### config.mk
export PLATFORM = sky130hd
export DESIGN_NAME = challenge_expand_flat
export DESIGN_NICKNAME = d
export VERILOG_FILES = /design/src/rtl/picnic_params_pkg.sv /design/src/rtl/challenge_expand_if.sv /design/src/rtl/challenge_expand.sv /design/src/flat_wrapper.sv
export SDC_FILE = /design/constraint.sdc
export NUM_CORES = 2
export LEC_CHECK = 0
export BUFFER_PORTS_ARGS = -buffer_cell sky130_fd_sc_hd__buf_2
export CORE_AREA = 2 2 374 376
export DETAILED_ROUTE_END_ITERATION = 6
export DIE_AREA = 0 0 376 378
export PLACE_DENSITY = 0.64
export SYNTH_ARGS = -nofsm -noshare
export SYNTH_HDL_FRONTEND = slang
export SYNTH_SLANG_ARGS = --single-unit
### constraint.sdc
create_clock -name clk -period 3.25 [get_ports clk]
set_input_delay 0.65 -clock clk [delete_from_list [all_inputs] [get_ports clk]]
set_output_delay 0.65 -clock clk [all_outputs]
set_load 0.05 [all_outputs]
### src/rtl/picnic_params_pkg.sv
// Picnic parameter set shared by the round-commitment, hash-wrapper and
// challenge-expansion stages.
package picnic_params_pkg;
   localparam int NUM_ROUNDS  = 250;
   localparam int NUM_OPENED  = 36;
   localparam int NUM_PARTIES = 16;
   localparam int DIGEST_BITS = 256;
   localparam int ROUND_BITS  = $clog2(NUM_ROUNDS);
   localparam int PARTY_BITS  = $clog2(NUM_PARTIES);
   localparam int CNT_W       = $clog2(NUM_OPENED + 1);
   localparam int POS_W       = $clog2(DIGEST_BITS + 1);

   typedef enum logic [2:0] {
      ST_IDLE,
      ST_ROUNDS,
      ST_PARTIES,
      ST_REFILL,
      ST_DONE
   } state_e;
endpackage

### src/rtl/challenge_expand_if.sv
// Start/digest handshake and challenge-list bus of the challenge expander.
interface challenge_expand_if;
   import picnic_params_pkg::*;

   logic                                expand_start;
   logic [DIGEST_BITS-1:0]              digest_in;
   logic                                digest_req;
   logic                                digest_valid;
   logic [DIGEST_BITS-1:0]              digest_next;
   logic [NUM_OPENED*ROUND_BITS-1:0]    challenge_c;
   logic [NUM_OPENED*PARTY_BITS-1:0]    challenge_p;
   logic                                expand_end;

   modport master (
      output expand_start, digest_in, digest_valid, digest_next,
      input  digest_req, challenge_c, challenge_p, expand_end
   );

   modport slave (
      input  expand_start, digest_in, digest_valid, digest_next,
      output digest_req, challenge_c, challenge_p, expand_end
   );
endinterface

### src/rtl/challenge_expand.sv
// Expands a challenge digest into TAU distinct round indices (list C) and
// TAU party indices (list P), rejection-sampling MSB-first chunks.
module challenge_expand
   import picnic_params_pkg::*;
(
   input  logic              clk,
   input  logic              reset,
   challenge_expand_if.slave ch
);
   state_e                                 state_q, state_d;
   state_e                                 ret_q, ret_d;
   logic [DIGEST_BITS-1:0]                 sh_q, sh_d;
   logic [POS_W-1:0]                       pos_q, pos_d;
   logic [CNT_W-1:0]                       cnt_q, cnt_d;
   logic [NUM_ROUNDS-1:0]                  bmap_q, bmap_d;
   logic [NUM_OPENED-1:0][ROUND_BITS-1:0]  c_q, c_d;
   logic [NUM_OPENED-1:0][PARTY_BITS-1:0]  p_q, p_d;

   logic [ROUND_BITS-1:0] rchunk;
   logic [PARTY_BITS-1:0] pchunk;
   logic [POS_W-1:0]      pos_r, pos_p;
   logic [CNT_W-1:0]      cnt_inc;
   logic                  r_acc, cnt_full, r_empty, p_empty;

   // The digest is kept as a left-shifting register so the next chunk is
   // always its top bits; pos only tracks exhaustion.
   assign rchunk   = sh_q[DIGEST_BITS-1 -: ROUND_BITS];
   assign pchunk   = sh_q[DIGEST_BITS-1 -: PARTY_BITS];
   assign pos_r    = pos_q + POS_W'(ROUND_BITS);
   assign pos_p    = pos_q + POS_W'(PARTY_BITS);
   assign cnt_inc  = cnt_q + CNT_W'(1);
   assign cnt_full = (cnt_inc == CNT_W'(NUM_OPENED));
   assign r_empty  = (pos_r == POS_W'(DIGEST_BITS));
   assign p_empty  = (pos_p == POS_W'(DIGEST_BITS));
   assign r_acc    = (32'(rchunk) < NUM_ROUNDS) && !bmap_q[rchunk];

   always_comb begin
      state_d = state_q;
      ret_d   = ret_q;
      sh_d    = sh_q;
      pos_d   = pos_q;
      cnt_d   = cnt_q;
      bmap_d  = bmap_q;
      c_d     = c_q;
      p_d     = p_q;
      case (state_q)
         ST_IDLE: begin
            if (ch.expand_start) begin
               sh_d    = ch.digest_in;
               pos_d   = '0;
               cnt_d   = '0;
               bmap_d  = '0;
               state_d = ST_ROUNDS;
            end
         end
         ST_ROUNDS: begin
            sh_d  = sh_q << ROUND_BITS;
            pos_d = pos_r;
            if (r_acc) begin
               c_d[cnt_q]     = rchunk;
               bmap_d[rchunk] = 1'b1;
               cnt_d          = cnt_inc;
            end
            // A list completed on the last chunk still needs fresh bits
            // for the party phase, so that refill returns to PARTIES.
            if (r_acc && cnt_full) begin
               cnt_d = '0;
               if (r_empty) begin
                  state_d = ST_REFILL;
                  ret_d   = ST_PARTIES;
               end else begin
                  state_d = ST_PARTIES;
               end
            end else if (r_empty) begin
               state_d = ST_REFILL;
               ret_d   = ST_ROUNDS;
            end
         end
         ST_PARTIES: begin
            sh_d       = sh_q << PARTY_BITS;
            pos_d      = pos_p;
            p_d[cnt_q] = pchunk;
            cnt_d      = cnt_inc;
            if (cnt_full) begin
               state_d = ST_DONE;
            end else if (p_empty) begin
               state_d = ST_REFILL;
               ret_d   = ST_PARTIES;
            end
         end
         ST_REFILL: begin
            if (ch.digest_valid) begin
               sh_d    = ch.digest_next;
               pos_d   = '0;
               state_d = ret_q;
            end
         end
         ST_DONE: ;
         default: state_d = ST_IDLE;
      endcase
      // Releasing start ends or aborts whatever is in flight.
      if (!ch.expand_start && state_q != ST_IDLE) state_d = ST_IDLE;
   end

   always_ff @(posedge clk or negedge reset) begin
      if (!reset) begin
         state_q <= ST_IDLE;
         ret_q   <= ST_ROUNDS;
         sh_q    <= '0;
         pos_q   <= '0;
         cnt_q   <= '0;
         bmap_q  <= '0;
         c_q     <= '0;
         p_q     <= '0;
      end else begin
         state_q <= state_d;
         ret_q   <= ret_d;
         sh_q    <= sh_d;
         pos_q   <= pos_d;
         cnt_q   <= cnt_d;
         bmap_q  <= bmap_d;
         c_q     <= c_d;
         p_q     <= p_d;
      end
   end

   assign ch.digest_req  = (state_q == ST_REFILL);
   assign ch.expand_end  = (state_q == ST_DONE);
   assign ch.challenge_c = c_q;
   assign ch.challenge_p = p_q;
endmodule

### src/flat_wrapper.sv
// flat-port wrapper written by rule: the top's interface ports become plain ports
module challenge_expand_flat import picnic_params_pkg::*;
  (clk, reset, ch_expand_start, ch_digest_in, ch_digest_valid, ch_digest_next, ch_digest_req, ch_challenge_c, ch_challenge_p, ch_expand_end);
  challenge_expand_if ch_i ();
  input  logic clk;
  input  logic reset;
  input wire logic [$bits(ch_i.expand_start)-1:0] ch_expand_start;
  input wire logic [$bits(ch_i.digest_in)-1:0] ch_digest_in;
  input wire logic [$bits(ch_i.digest_valid)-1:0] ch_digest_valid;
  input wire logic [$bits(ch_i.digest_next)-1:0] ch_digest_next;
  output wire logic [$bits(ch_i.digest_req)-1:0] ch_digest_req;
  output wire logic [$bits(ch_i.challenge_c)-1:0] ch_challenge_c;
  output wire logic [$bits(ch_i.challenge_p)-1:0] ch_challenge_p;
  output wire logic [$bits(ch_i.expand_end)-1:0] ch_expand_end;
  assign ch_i.expand_start = ch_expand_start;
  assign ch_i.digest_in = ch_digest_in;
  assign ch_i.digest_valid = ch_digest_valid;
  assign ch_i.digest_next = ch_digest_next;
  assign ch_digest_req = ch_i.digest_req;
  assign ch_challenge_c = ch_i.challenge_c;
  assign ch_challenge_p = ch_i.challenge_p;
  assign ch_expand_end = ch_i.expand_end;
  challenge_expand u_core (.clk(clk), .reset(reset), .ch(ch_i));
endmodule
# --- Word-level counts from Yosys, hierarchy flattened ---
# Index checks and enable logic that the tools add are counted.
totals:
  register_bits: 959
  latch_bits: 0
  ram_bits: 0
  rom_bits: 0
  in_bits: 516
  output_inout_bits: 434
  mem_count: 0
classes:
  n_addsub: 3
  n_mul: 0
  div: 0
  magnitude_cmp: 5
  eq_ne: 19
  n_shift: 0
  mux: 38
  bitwise: 1
  reduce_logical: 19
op_table:
  columns: ["operator", "n"]
  rows:
  - ["$pmux W256 S4", 1]
  - ["$mux W256", 2]
  - ["$mux W250", 2]
  - ["$pmux W250 S2", 1]
  - ["$bwmux W288", 1]
  - ["$or A250 B250 Y250", 1]
  - ["$bwmux W144", 1]
  - ["$demux W8 S6", 1]
  - ["$mux W3", 12]
  - ["$pmux W9 S4", 1]
  - ["$demux W4 S6", 1]
  - ["$eq A9 B9 Y1 const B", 2]
  - ["$mux W6", 3]
  - ["$mux W9", 2]
  - ["$pmux W6 S3", 1]
  - ["$pmux W3 S5", 1]
  - ["$add A9 B3 Y9 const B", 1]
  - ["$add A9 B4 Y9 const B", 1]
  - ["$lt A8 B9 Y1 const B", 1]
  - ["$reduce_and A3 Y1", 3]
  - ["$bmux W1 S8", 1]
  - ["$demux W1 S8", 1]
  - ["$ge A8 B1 Y1 const B", 1]
  - ["$lt A8 B8 Y1 const B", 1]
  - ["25 further kinds", 42]

# --- Depth between registers and ports, before layout ---
depth:
  ltp_word: 8
  mapped_depth: 15
  ltp_nobuf: 9

# --- Worst setup path after synthesis ---
# OpenSTA, ideal clock, no wires.
synth_path:
  path_type: "reg2reg"
  from: "reg u_core.sh_q[248]"
  to: "reg u_core.c_q (netlist bit u_core.ch.challenge_c[252])"
  setup_time_ns: 0.125
  t_arrival_ns: 2.954
  required_time_ns: 3.125
  path_slack_ns: 0.171
  path_stages_with_launch: 14
  path_buffers: 6
  synth_period_minus_slack_ns: 3.079
  path_cell_list: "dfrtp_1 -> buf_6 -> buf_6 -> buf_6 -> mux4_2 -> or2_1 -> a221o_1 -> nand3_1 -> o211a_1 -> buf_6 -> buf_12 -> buf_12 -> nand3_4 -> mux2_4"
synth_between:
  elab_chain_len: 5
  word_cells_on_any_way: 6
  classes_between: "order compare (1); mux (2); reduce/logical (3)"
synth_rtl:
  columns: ["item", "line_no", "rtl"]
  rows:
  - ["start, declared", "challenge_expand.sv:12", "logic [DIGEST_BITS-1:0] sh_q, sh_d;"]
  - ["start signal, assigned", "challenge_expand.sv:109", "sh_q <= '0;"]
  - ["start signal, assigned", "challenge_expand.sv:118", "sh_q <= sh_d;"]
  - ["$bmux W1 S8", "challenge_expand.sv:35", "assign r_acc = (32'(rchunk) < NUM_ROUNDS) && !bmap_q[rchunk];"]
  - ["$mux W1 (not written as such)", "challenge_expand.sv:35", null]
  - ["$logic_not A1 Y1", "challenge_expand.sv:35", null]
  - ["$logic_and A1 B1 Y1 *", "challenge_expand.sv:35", null]
  - ["$reduce_and A2 Y1 (no source line) *", null, null]
  - ["end signal, assigned", "challenge_expand.sv:113", "c_q <= '0;"]
  - ["end signal, assigned", "challenge_expand.sv:122", "c_q <= c_d;"]
  - ["end, declared", "challenge_expand.sv:16", "logic [NUM_OPENED-1:0][ROUND_BITS-1:0] c_q, c_d;"]
# Every way passes the cells marked *; elsewhere a longest branch is shown, timed or not. The select of a mux whose other input is x is not followed.
# A chain may end at the register's enable or synchronous reset.

# --- Worst setup path after layout ---
layout_path:
  from: "reg u_core.sh_q[248]"
  to: "reg u_core.bmap_q[153]"
layout_between:
  elab_chain_len: 7
  word_cells_on_any_way: 15
  classes_between: "order compare (3); eq/ne (1); mux (6); bitwise (1); reduce/logical (4)"
layout_rtl:
  columns: ["item", "line_no", "rtl"]
  rows:
  - ["$lt A8 B9 Y1 (not written as such) / $ge A8 B1 Y1 (equally long branches)", "challenge_expand.sv:61", "bmap_d[rchunk] = 1'b1;"]
  - ["$logic_and A1 B1 Y1 (not written as such)", "challenge_expand.sv:61", null]
  - ["$mux W1 (not written as such)", "challenge_expand.sv:61", null]
  - ["$demux W1 S8", null, null]
  - ["$or A250 B250 Y250 (no source line)", null, null]
  - ["$mux W250", "challenge_expand.sv:59", "if (r_acc) begin"]
  - ["$pmux W250 S2", "challenge_expand.sv:46", "case (state_q)"]
  - ["end signal, assigned", "challenge_expand.sv:121", "bmap_q <= bmap_d;"]
  - ["end, declared", "challenge_expand.sv:15", "logic [NUM_ROUNDS-1:0] bmap_q, bmap_d;"]
# Several ways; a longest one is shown, not always the timed one. The select of a mux whose other input is x is not followed.

==> reports/metrics.csv <==
metric,value,unit
synth_area_leaders,"dfrtp_1 (52%), mux2_2 (7.7%), mux2i_1 (6.4%), nand2_1 (5.5%), o31ai_1 (4.0%)",
drive_gt1_frac,0.354,
tritoncts,yes,
clk_pin_slew_worst_paths,0.06,ns
final_area,58300,um^2
ant_nets,0,
slew_violations,0,
grt_max_degree,201,
vdd_ir_drop_max,0.711,mV
synth_edf_count,0,
min_to,u_core.sh_q[0],
via_per_inst,5.51,
synth_cells,4366,
insertion_delay,0.77,ns
violations,negative setup slack,
period_share,1.04,
fin_nets,5816,
start_util,0.333,
slew_headroom,0.0771,
fmax,296,MHz
cts_sinks,956,
antenna_found_initial,95,
ys_async_sr_fraction,1.00,
netlist.area_leader.share,0.519,
grt_overflow_total,0,
min_period,3.37,ns
ys_top_cells_by_count,"dfrtp_1 (955), nand2_1 (674), o21ai_0 (322), clkbuf_1 (314), mux2_2 (314)",
synthesis.area,46100,um^2
ys_types,69,
routabilityCongestion,0.957,
cts_max_path_buffers,3,
grt_pass1_wl,265000,um
ys_ff_latch,956,
finalHoldViolations,0,
gr-usage-all-layers,0.249,
rsz0062_at_grt,true,
fp.dieW,376,um
arrival,3.90,ns
worstMarginPinSlew,1.38,ns
p_per_area,933,nW/um^2
cts_made_buffers,106,
vias,39836,
hold_depth,3,
cp.required,3.78,ns
worstHoldStart,ch_digest_in[0],
ioPinCount,950,
placed_cell_area,54300,um^2
synth-warning-count,0,
end_kind,register,
reg2reg_slack,-0.12,ns
drc,0,
rows,137,
holdCritPathClass,in -> reg,
core_area,139000,um^2
root_buffer,clkbuf_16,
reg2reg_from,u_core.sh_q[248],
setup_viol,398,
reg2regPathDepth,14,
area_growth,26.6,%
setup.worst_path.start_class,register,
synth_largest_area_cell,dfrtp_1,
drt_iter0_markers,3833,
syn_area_per_cell,10.6,um^2
critPathKind,reg -> reg,
drt-total-wl,183000,um
fill_cells,13293,
routedWlPerCell,25.3,um
critPathMaxFanout,18,
port_buffers,949,
r2r_end,u_core.bmap_q[153],
synthFlopType,dfrtp_1,
grt_pass1_vias,38762,
cts-htree-levels,3,
dp_hpwl,134000,um
yosysMostFrequentCell,dfrtp_1,
worst_slack,-0.124,ns
fin_skew,0.0882,ns
leakagePower,28.2,nW
outcome,"finished, violations left",
drt-pass1-iter-count,6,
pre_cts_slack,-0.254,ns
syn_nets,4887,
fp.dieArea,142000,um^2
die_y,378,um
cap_violations,0,
yosysSeqAreaShare,0.519,
critical path, stage by stage, from the launching register on:
cell,delay [ns]
dfrtp_4,0.54
buf_12,0.16
buf_12,0.13
buf_4,0.15
mux4_2,0.32
mux2i_1,0.09
a22oi_1,0.19
a21oi_1,0.10
a211o_1,0.34
o211a_4,0.25
buf_12,0.15
a21oi_4,0.23
buf_12,0.22
buf_12,0.17
o31ai_1,0.09
layer usage:
layer  wire length (um)  up-vias  global-route usage
li1                   -    17583                   -
met4               9500       46               0.121
met2              85000     1889               0.391
met1              73300    19865               0.318
met3              15100      453              0.0651
met5                306        -                   0
area by class of cell:
type / instances / area (um^2) / share of cell area
clock buffer: 155 / 3110 / 0.0532
clock inverter: 40 / 586 / 0.0100
multi-input combinational: 3007 / 20700 / 0.354
antenna: 47 / 118 / 0.00202
sequential: 956 / 24000 / 0.411
inverter: 7 / 26.3 / 0.000450
tap: 1807 / 2260 / 0.0388
timing repair buffer: 1217 / 7620 / 0.131
worst max-delay path by stage:
stage	start	end	slack, ns	cells past startpoint
global placement	u_core.sh_q[248]	u_core.ch.challenge_c[48]	-0.23	10
global route	u_core.sh_q[248]	u_core.ch.challenge_c[122]	-0.19	13
CTS	u_core.sh_q[248]	u_core.bmap_q[152]	-0.12	14
detailed placement	u_core.sh_q[248]	u_core.ch.challenge_c[54]	-0.25	10
floorplan	u_core.sh_q[248]	u_core.ch.challenge_c[252]	0.17	13
finish	u_core.sh_q[248]	u_core.bmap_q[153]	-0.12	14
placed cells by master (no fill, tap or decap), types with 10 or more instances in the layout:
cell type and n:
buf_2 948, dfrtp_1 944, nand2_1 672, o21ai_0 321, mux2_2 313, nor2_1 303, mux2i_1 295, a21oi_1 265
o22ai_1 247, o31ai_1 236, buf_4 198, clkbuf_16 106, buf_12 67, mux2_4 65, mux4_2 48, diode_2 47
clkbuf_8 27, clkbuf_1 22, nand3_4 20, clkinv_2 20, a22oi_1 15, and3_1 14, nor2b_1 13, nor3_1 11
nand3_1 10, nand4_2 10
registers in the layout (all words and copies together) (netlist names):
name	cells
u_core.pos_q	7
u_core.ret_q	2
u_core.cnt_q	6
u_core.ch.challenge_p	144
u_core.bmap_q	250
u_core.state_q	3
u_core.ch.challenge_c	288
u_core.sh_q	256
timing repair:
item,4_1_cts,5_1_grt
cloned,0,0
pin swaps,1,0
endpoints found under the setup margin,515,531
hold buffers,1,0
endpoints found under the hold margin,36,0
resized for setup,14,10
buffers inserted,9,1
where the power goes:
group | internal [W] | switching [W] | leakage (nW)
Combinational | 0.00868 | 0.0163 | 13.7
Sequential | 0.0145 | 0.00226 | 12.7
Clock | 0.00738 | 0.00537 | 1.82
cells by family after synthesis:
group	Yosys count	share of synthesized area
AOI/OAI and AO/OA	1152	0.150
and+or+nand+nor	1118	0.105
DFF	956	0.519
muxes	726	0.187
buffers and inverters	403	0.0361
xor gates and xnor gates	6	0.00114
adders and majority gates	5	0.00136
per-stage QoR:
stage	cells	power (W)	hold slack [ns]	TNS (ns)	util
final	7236	0.0544	0.179	-14.73	0.421
after global routing	7227	0.0573	0.167	-50.69	0.421
after CTS	7188	0.0543	0.130	-8.18	0.420
after detailed placement	6983	0.0413	0.462	-61.97	0.392
after global placement	6983	0.0409	0.453	-51.15	0.392
after floorplan	4366	0.0321	0.354	0	-
Note: power is estimated with default switching activity, not from simulation.
